File: config.mk
export PLATFORM = sky130hd
export DESIGN_NAME = tx_resp_sched
export DESIGN_NICKNAME = d
export VERILOG_FILES = /design/src/rtl/tx_resp_sched_pkg.sv /design/src/rtl/tx_resp_sched_slot.sv /design/src/rtl/tx_resp_sched.sv
export SDC_FILE = /design/constraint.sdc
export NUM_CORES = 1
export LEC_CHECK = 0
export CAP_MARGIN = 5
export CORE_UTILIZATION = 52
export CTS_CLUSTER_SIZE = 28
export DETAILED_ROUTE_END_ITERATION = 6
export PLACE_DENSITY = 0.9
export SYNTH_ARGS = -nofsm -noshare
export SYNTH_HDL_FRONTEND = slang
export SYNTH_HIERARCHICAL = 1
export SYNTH_SLANG_ARGS = --single-unit
File: constraint.sdc
create_clock -name CLK -period 5.9 [get_ports CLK]
set_clock_uncertainty 0.2 [all_clocks]
set_input_delay 1.77 -clock CLK [delete_from_list [all_inputs] [get_ports CLK]]
set_output_delay 1.77 -clock CLK [all_outputs]
set_load 0.005 [all_outputs]
File: src/rtl/tx_resp_sched_pkg.sv
// Shared definitions for the TX response scheduler.
// Macro TX_ALU_HIGH_BYTE_EN: when defined, ALU responses carry two bytes
// (ALU_OUT[7:0] then ALU_OUT[15:8]); otherwise one byte and the ALU slot
// stores only the low byte.
package tx_resp_sched_pkg;

    localparam int unsigned TMO_CYCLES_DEFAULT = 8;
    localparam int unsigned RF_SLOT_W          = 8;

`ifdef TX_ALU_HIGH_BYTE_EN
    localparam int unsigned ALU_SLOT_W   = 16;
    localparam bit          ALU_TWO_BYTE = 1'b1;
`else
    localparam int unsigned ALU_SLOT_W   = 8;
    localparam bit          ALU_TWO_BYTE = 1'b0;
`endif

    typedef enum logic [1:0] {
        ST_IDLE      = 2'd0,
        ST_LOAD      = 2'd1,
        ST_WAIT_BUSY = 2'd2,
        ST_WAIT_DONE = 2'd3
    } state_e;

    typedef enum logic {
        SRC_RF  = 1'b0,
        SRC_ALU = 1'b1
    } src_e;

    // Response latched at grant time; the slot is free to refill afterwards.
    typedef struct packed {
        logic [15:0] data;
        logic        two_byte;
    } resp_t;

    function automatic src_e other_src(input src_e s);
        return (s == SRC_RF) ? SRC_ALU : SRC_RF;
    endfunction

endpackage

File: src/rtl/tx_resp_sched_slot.sv
// Single pending-response slot: occupied bit, data register, overflow detect.
// Ports:
//   clk, rst      - clock, async active-high reset
//   vld, data_in  - source strobe and its payload
//   consume       - scheduler takes the slot this cycle
//   occupied      - slot holds an unsent response (registered)
//   data          - stored payload (registered)
//   ovf_c         - combinational: strobe dropped this cycle
module tx_resp_slot #(
    parameter int unsigned W = 8
) (
    input  logic         clk,
    input  logic         rst,
    input  logic         vld,
    input  logic [W-1:0] data_in,
    input  logic         consume,
    output logic         occupied,
    output logic [W-1:0] data,
    output logic         ovf_c
);

    logic         occ_q, occ_d;
    logic [W-1:0] data_q, data_d;

    // A strobe is accepted when the slot is empty or being drained this cycle.
    always_comb begin
        occ_d  = occ_q;
        data_d = data_q;
        ovf_c  = 1'b0;
        if (consume) begin
            occ_d = 1'b0;
        end
        if (vld) begin
            if (!occ_q || consume) begin
                occ_d  = 1'b1;
                data_d = data_in;
            end else begin
                ovf_c = 1'b1;
            end
        end
    end

    always_ff @(posedge clk or posedge rst) begin
        if (rst) begin
            occ_q  <= 1'b0;
            data_q <= '0;
        end else begin
            occ_q  <= occ_d;
            data_q <= data_d;
        end
    end

    assign occupied = occ_q;
    assign data     = data_q;

endmodule

File: src/rtl/tx_resp_sched.sv
// Schedules register-file and ALU responses onto a UART TX byte interface.
// Round-robin between the two sources, one-cycle TX_D_VLD per byte, and a
// re-issue of the byte if TX_Busy never rises within TMO_CYCLES.
// Macro TX_ALU_HIGH_BYTE_EN: two-byte ALU responses (low byte first).
// Ports:
//   CLK, RST                - clock, async active-high reset
//   RdData, RdData_Valid    - register-file response and strobe
//   ALU_OUT, ALU_Valid      - ALU response and strobe
//   TX_Busy                 - UART frame in progress
//   TX_P_Data, TX_D_VLD     - byte to send and its one-cycle strobe
//   Ovf_Err                 - sticky: a response was dropped
module tx_resp_sched
    import tx_resp_sched_pkg::*;
#(
    parameter int unsigned TMO_CYCLES = TMO_CYCLES_DEFAULT
) (
    input  logic        CLK,
    input  logic        RST,
    input  logic [7:0]  RdData,
    input  logic        RdData_Valid,
    input  logic [15:0] ALU_OUT,
    input  logic        ALU_Valid,
    input  logic        TX_Busy,
    output logic [7:0]  TX_P_Data,
    output logic        TX_D_VLD,
    output logic        Ovf_Err
);

    localparam int unsigned CNT_W = (TMO_CYCLES > 1) ? $clog2(TMO_CYCLES) : 1;

    state_e                  state_q, state_d;
    src_e                    rr_q, rr_d;
    resp_t                   resp_q, resp_d;
    logic                    hi_q, hi_d;
    logic [CNT_W-1:0]        tmo_q, tmo_d;
    logic [7:0]              tx_data_q, tx_data_d;
    logic                    tx_vld_q, tx_vld_d;
    logic                    ovf_q, ovf_d;

    logic                    rf_occ, alu_occ;
    logic [RF_SLOT_W-1:0]    rf_data;
    logic [ALU_SLOT_W-1:0]   alu_data;
    logic                    rf_ovf_c, alu_ovf_c;
    logic                    consume_rf, consume_alu;
    src_e                    grant_src;
    logic [15:0]             grant_data;

    tx_resp_slot #(.W(RF_SLOT_W)) u_rf_slot (
        .clk      (CLK),
        .rst      (RST),
        .vld      (RdData_Valid),
        .data_in  (RdData),
        .consume  (consume_rf),
        .occupied (rf_occ),
        .data     (rf_data),
        .ovf_c    (rf_ovf_c)
    );

    tx_resp_slot #(.W(ALU_SLOT_W)) u_alu_slot (
        .clk      (CLK),
        .rst      (RST),
        .vld      (ALU_Valid),
        .data_in  (ALU_OUT[ALU_SLOT_W-1:0]),
        .consume  (consume_alu),
        .occupied (alu_occ),
        .data     (alu_data),
        .ovf_c    (alu_ovf_c)
    );

    // Arbiter: rr_q only matters (and only advances) when both slots compete.
    always_comb begin
        grant_src = SRC_RF;
        if (rf_occ && alu_occ) begin
            grant_src = rr_q;
        end else if (!rf_occ) begin
            grant_src = SRC_ALU;
        end
        grant_data = (grant_src == SRC_RF) ? 16'(rf_data) : 16'(alu_data);
    end

    // Next-state and registered-output logic; TX_D_VLD is set on LOAD entry.
    always_comb begin
        state_d     = state_q;
        rr_d        = rr_q;
        resp_d      = resp_q;
        hi_d        = hi_q;
        tmo_d       = tmo_q;
        tx_data_d   = tx_data_q;
        tx_vld_d    = 1'b0;
        ovf_d       = ovf_q | rf_ovf_c | alu_ovf_c;
        consume_rf  = 1'b0;
        consume_alu = 1'b0;

        case (state_q)
            ST_IDLE: begin
                if ((rf_occ || alu_occ) && !TX_Busy) begin
                    consume_rf       = (grant_src == SRC_RF);
                    consume_alu      = (grant_src == SRC_ALU);
                    if (rf_occ && alu_occ) begin
                        rr_d = other_src(grant_src);
                    end
                    resp_d.data      = grant_data;
                    resp_d.two_byte  = ALU_TWO_BYTE && (grant_src == SRC_ALU);
                    hi_d             = 1'b0;
                    tx_data_d        = grant_data[7:0];
                    tx_vld_d         = 1'b1;
                    state_d          = ST_LOAD;
                end
            end
            ST_LOAD: begin
                tmo_d   = '0;
                state_d = ST_WAIT_BUSY;
            end
            ST_WAIT_BUSY: begin
                if (TX_Busy) begin
                    state_d = ST_WAIT_DONE;
                end else if (tmo_q == CNT_W'(TMO_CYCLES - 1)) begin
                    // UART never took the byte: re-issue it unchanged.
                    tx_vld_d = 1'b1;
                    state_d  = ST_LOAD;
                end else begin
                    tmo_d = tmo_q + CNT_W'(1);
                end
            end
            ST_WAIT_DONE: begin
                if (!TX_Busy) begin
                    if (resp_q.two_byte && !hi_q) begin
                        hi_d      = 1'b1;
                        tx_data_d = resp_q.data[15:8];
                        tx_vld_d  = 1'b1;
                        state_d   = ST_LOAD;
                    end else begin
                        state_d = ST_IDLE;
                    end
                end
            end
            default: begin
                state_d = ST_IDLE;
            end
        endcase
    end

    always_ff @(posedge CLK or posedge RST) begin
        if (RST) begin
            state_q   <= ST_IDLE;
            rr_q      <= SRC_RF;
            resp_q    <= '0;
            hi_q      <= 1'b0;
            tmo_q     <= '0;
            tx_data_q <= 8'h00;
            tx_vld_q  <= 1'b0;
            ovf_q     <= 1'b0;
        end else begin
            state_q   <= state_d;
            rr_q      <= rr_d;
            resp_q    <= resp_d;
            hi_q      <= hi_d;
            tmo_q     <= tmo_d;
            tx_data_q <= tx_data_d;
            tx_vld_q  <= tx_vld_d;
            ovf_q     <= ovf_d;
        end
    end

    assign TX_P_Data = tx_data_q;
    assign TX_D_VLD  = tx_vld_q;
    assign Ovf_Err   = ovf_q;

endmodule

==> summary.md <==
| Metric | Value |
|---|---|
| FF-to-FF Start | state_q[1] |
| Max Slew Vio Count | 0 |
| Synthesized area | 1600 um^2 |
| Final period util | 62.5% |
| Routability congestion estimate | 0.715 |
| Prevailing post-synth register cell | dfrtp_1 |
| Drt first pass iters | 6 |
| Area growth, synth to finish | 22.6% |
| Fillers | 204 |
| Worst Tran Pin Value | 625 ps |
| Synth area leaders | dfrtp_1, mux2_4, o221a_2, nand3b_1, nand2b_4 |
| CTS tree | built |
| Initial core utilization | 56.4% |
| H-tree depth | 2 |
| Ports | 39 |
| Crit path capture type | register |
| Tot GR Track Use | 21.2% |
| Antenna cells | 0 |
| Max Buffers Root-to-Sink | 2 |
| Largest family of logic cells by synthesized area | simple AND/OR/NAND/NOR gates |
| Max VDD drop | 0.248 mV |
| CP bufs+invs | 1 |
| Reg area | 851 um^2 |
| Hold WC Path Type | reg -> reg |
| Post-cts resize count | 0 |
| Crit path cell chain | clkdlybuf4s50_1 -> nor4b_4 -> and2_1 -> nand2b_4 -> nand2_4 -> mux2_4 |
| CP Capture Point | u_alu_slot/data[2] |
| Post-Syn Instances | 120 |
| Via density | 5.75 |
| Worst endpoint required time | 5910 ps |
| Vias in the first global route | 1,167 |
| Max stage delay on crit path | 580 ps |
| IO buf count | 30 |
| Antenna viol nets, final | 0 |
| Cts hold-fix bufs | 0 |
| Dpl hpwl | 2310 um |
| # DRC | 1 |
| Distinct cell type count of the synthesized netlist | 32 |
| Worst-skew pair later-pin latency | 320 ps |
| R2r endpoint | u_alu_slot/data[2] |
| Synthesis-stage register bit count | 34 |
| Wire length per cell | 16.6 um |
| Number of cells on the worst reg-to-reg path | 5 |
| Worst rel slew slack | 58.3% |
| Maxcap violations | 0 |
| Part of the Yosys area used for sequential elements | 53.3% |
| Compound-Gate Fraction of Synth Area | 9.64% |
| Startpoint class of the critical path | primary input |
| Synth Area in XOR/XNOR | 0.549% |
| Setup TNS Final | 0 ps |
| Final #Nets | 183 |
| Clk sinks | 34 |
| EDFF count, synth | 0 |
| Critical path arrival | 3700 ps |
| P_leak | 0.903 nW |
| CP delay by family, top | simple AND/OR/NAND/NOR gates |
| Clock transition at path regs | 90 ps |
| RSZ-0062 raised after global routing | no |
| Die extent in y | 57.4 um |
| Die area | 3300 um^2 |
| Critical path startpoint | TX_Busy |
| CTS root buf | clkbuf_4 |
| Critical-path maximum fanout | 10 |
| Tmin final | 3690 ps |
| Std-Cell Rows | 19 |
| Syn nets | 151 |
| FFs w/ async S/R, synth | 100% |
| Largest net degree at the start of global routing | 17 |
| Total setup buffers inserted after CTS | 0 |
| Stages on worst setup path | 6 |
| Yosys top cell area share | 53.3% |
| Final setup viols | 0 |
| Max Freq | 271 MHz |
| GR Overflow Total | 0 |
| Routed vias | 1,047 |
| Antenna violations before repair | 0 |
| Multi-input gate area | 693 um^2 |
| Syn_area_per_cell | 13.3 um^2 |
| WS Path Type | in -> reg |
| Multiplexer share of the synthesized area | 15.7% |
| Initial DRC count | 39 |
| Core area | 2830 um^2 |
| Top cells by count, synth | dfrtp_1, mux2_4, nand3b_1, o221a_2, nor2_1 |
| PD cells | 456 nW/um^2 |
| Ratio of cells with drive above 1 in the final layout | 26.5% |
| Die W | 57.4 um |
| Area leader, netlist | dfrtp_1 |
| Synth Area in Adders | 1.57% |
| Most frequent cell after synthesis | dfrtp_1 |
| Yosys warnings | 6 |
| Status | complete, but fails checks |
| Post-Synth Simple-Gate Area | 16.0% |
| CP max-delay cell | clkdlybuf4s50_1 |
| Final hold vios | 0 |
| First-pass GRT wire length | 5210 um |
| R2R Setup Slk | 3640 ps |
| Hold Path Depth | 1 |
| Overall power | 0.893 mW |
| Drt total wl | 3030 um |
| Failing checks | design-rule violations |
| Total CTS buffers | 5 |
cell usage in the layout (no fill, tap or decap), types with 2 or more instances in the layout:
cell type and n:
mux2_4 16, nand2_4 2, o21ai_0 4, inv_1 6, a31oi_1 2, clkdlybuf4s50_1 30
o221a_2 8, dfrtp_1 34, nand2_1 6, clkbuf_4 5, nor2_1 7, nor2b_1 2
ha_1 2, nand2b_1 2, nand2b_4 2, nand3b_1 8
worst min path at each step:
stage	from	end
6_report	Ovf_Err	Ovf_Err
5_1_grt	Ovf_Err	Ovf_Err
4_1_cts	Ovf_Err	Ovf_Err
3_5_place_dp	Ovf_Err	Ovf_Err
3_3_place_gp	Ovf_Err	Ovf_Err
2_1_floorplan	rr_q	rr_q
through the flow:
step           hold WS (ps)  util, %  setup WS [ps]  cell area [um^2]  cells
2_1_floorplan           257        -           2520              1600    120
3_5_place_dp            263     67.4           1890              1910    176
3_3_place_gp            262     67.4           1940              1910    176
6_report                287     69.2           2210              1960    182
4_1_cts                 288     69.2           2230              1960    182
5_1_grt                 300     69.2           2120              1960    182
layer usage:
layer  up-vias  GRT usage, %  part of all wire (%)
met5         -             0                     0
met3         2          7.48                   4.9
met2        33          35.9                    52
met1       524          24.6                    42
li1        488             -                     -
met4         0          8.36                  0.56
flip-flops by register name (all words and copies together), names as in the netlist:
name	cells
TX_P_Data	8
u_rf_slot/occupied	1
u_alu_slot/occupied	1
u_rf_slot/data	8
TX_D_VLD	1
u_alu_slot/data	8
tmo_q	3
state_q	2
Ovf_Err	1
rr_q	1
where the power goes:
part,total (mW),switching (mW),leakage (nW),internal [mW]
clock,0.123,0.0696,0.0302,0.0537
sequential,0.428,0.0900,0.397,0.338
combinational,0.342,0.111,0.476,0.231
logic make-up after synthesis:
kind of cell	Yosys count
simple gates	37
flops	34
compound gates	18
buf+inv	11
xor+xnor	1
fa+ha+maj	2
mux	17
area by class of cell:
type | count | area share [%]
clock buffer | 6 | 2.62
timing repair buffer | 30 | 15.3
inverter | 6 | 1.15
sequential | 34 | 43.5
multi-input combinational | 75 | 35.4
tap | 31 | 1.98
(Power assumes the default switching activity.)
==> edit: new RTL, config.mk and constraints unchanged <==
Add a define of `TX_ALU_HIGH_BYTE_EN`.
--- a/src/rtl/tx_resp_sched_pkg.sv
+++ b/src/rtl/tx_resp_sched_pkg.sv
@@ -2,6 +2,8 @@
 // Macro TX_ALU_HIGH_BYTE_EN: when defined, ALU responses carry two bytes
 // (ALU_OUT[7:0] then ALU_OUT[15:8]); otherwise one byte and the ALU slot
 // stores only the low byte.
+`define TX_ALU_HIGH_BYTE_EN
+
 package tx_resp_sched_pkg;
 
     localparam int unsigned TMO_CYCLES_DEFAULT = 8;
Behaviour: not the same (Yosys sat finds a counterexample within 10 cycles, from zero or initial values and one cycle with RST high).
==> edit against the original RTL <==
- design area grew 48%
- global-route usage grew 0.66 points
- sequential cell count grew 18
- wire length grew 57%
- power grew 53%
- setup slack gained 78 ps
- largest cell class unchanged
- register-to-register slack lost 60 ps
- the flow still finishes with violations (design-rule violations)
- synthesized area grew 53%
- hold slack lost 10 ps
- non-clock buffer count grew 9
- maximum frequency grew 2.1%
==> edit: results <==
[outcome]
violations = "design-rule violations"
outcome = "finished with violations"

[final_layout]
n_fill_cell = 341
drive_gt1_share_pct = 17.0
finalNetCount = 266

[worst_setup_path]
cp.arrival_ps = 3600
path_max_fanout = 16
worst-r2r-cell-count = 6
reg2reg_to = "u_alu_slot/data[4]$_DFFE_PP0P_"
reg2reg_setup_slack_ps = 3580

[pwr]
p_leak_uw = 0.00136
vdd_drop_max_v = 0.000212

[drt]
drc = 2
post_drt_via_cell_ratio = 5.59
first_iter_violations = 146
first_pass_iters = 7
finalWirelength_um = 4760

[place]
hpwl_um = 3500
io_buffers = 38
gp_congestion = 0.825

[clocking]
post_cts_resized = 0
postCtsSetupBuffers = 0
ctsRootBufferMaster = "clkbuf_8"
clk_latency_ps = 310

[min_path]
min_to = "rr_q$_DFFE_PP0P_"
worstHoldStart = "rr_q$_DFFE_PP0P_"

[global_route]
grt_pass1_wl_um = 8140
grt_usage_pct = 21.9
grt_max_degree = 27
first_global_vias = 1667

[synth]
ys_top_cells_by_area = "dfrtp_1, mux2_4, mux2i_1"
synthTopCellsByCount = "dfrtp_1, inv_1, mux2_4"
synth-seq-area-share_pct = 53.2
syn_nets = 230
yosysUniqueCellTypes = 37

[timing]
tightest_slew_ps = 970
[edit: cell count changes after synthesis, sizes merged, moves of 9 or more]
cell   change
o21ai     +10
dfrtp     +18
mux2i      +9
inv       +16
[edit: cell families after synthesis]
logic type                 count (synthesis)  share of synthesized area, %
and+or+nand+nor                           47                          12.2
DFF                                       52                          53.2
buffers and inverters                     32                          6.44
muxes                                     34                          17.9
adders and majority gates                  2                          1.02
xor gates and xnor gates                   1                         0.358
AOI/OAI and AO/OA                         31                          8.95
[edit: worst max-delay path, stage by stage]
cell and delay, ps:
clkdlybuf4s50_1 510, o21ba_4 390, nand2_1 100, nor2_1 130, nand2b_4 160, nand2_4 170, mux2_4 360
[edit: where the power goes]
group	internal, uW	leakage, uW	switching [uW]
combinational	309	0.000700	223
sequential	523	0.000623	119
clock	80.9	0.0000410	109
[edit: final cells by class]
cell class / instances / area (um2) / share of cell area, %
clock buffer: 6 / 72.6 / 2.50
sequential: 52 / 1300 / 44.8
inverter: 22 / 82.6 / 2.84
timing repair buffer: 39 / 388 / 13.4
tap: 52 / 65.1 / 2.24
clock inverter: 1 / 5.00 / 0.172
multi-input combinational: 115 / 988 / 34.1
[edit: through the flow]
stage / hold slack (ps) / area (um2) / power (uW) / instances / setup slack, ps
3_3_place_gp: 260 / 2830 / 1150 / 280 / 2070
2_1_floorplan: 241 / 2450 / 1010 / 199 / 2460
4_1_cts: 282 / 2900 / 1370 / 287 / 2320
3_5_place_dp: 262 / 2830 / 1180 / 280 / 2010
5_1_grt: 317 / 2900 / 1460 / 287 / 2230
6_report: 277 / 2900 / 1360 / 287 / 2290
[edit: worst max-delay path by stage]
stage,endpoint,cells past startpoint,startpoint
2_1_floorplan,u_alu_slot/data[0]$_DFFE_PP0P_,8,TX_Busy
3_3_place_gp,u_alu_slot/data[1]$_DFFE_PP0P_,7,TX_Busy
3_5_place_dp,u_alu_slot/data[5]$_DFFE_PP0P_,7,TX_Busy
4_1_cts,u_alu_slot/data[4]$_DFFE_PP0P_,7,TX_Busy
5_1_grt,u_alu_slot/data[4]$_DFFE_PP0P_,7,TX_Busy
6_report,u_alu_slot/data[4]$_DFFE_PP0P_,7,TX_Busy
[edit: layer usage]
metal / global-route usage, % / vias up / share of wire, %
li1: - / 762 / -
met1: 28.4 / 784 / 43
met2: 33.9 / 45 / 49
met3: 5.41 / 14 / 4.3
met4: 12.4 / 0 / 3.7
met5: 0 / - / 0
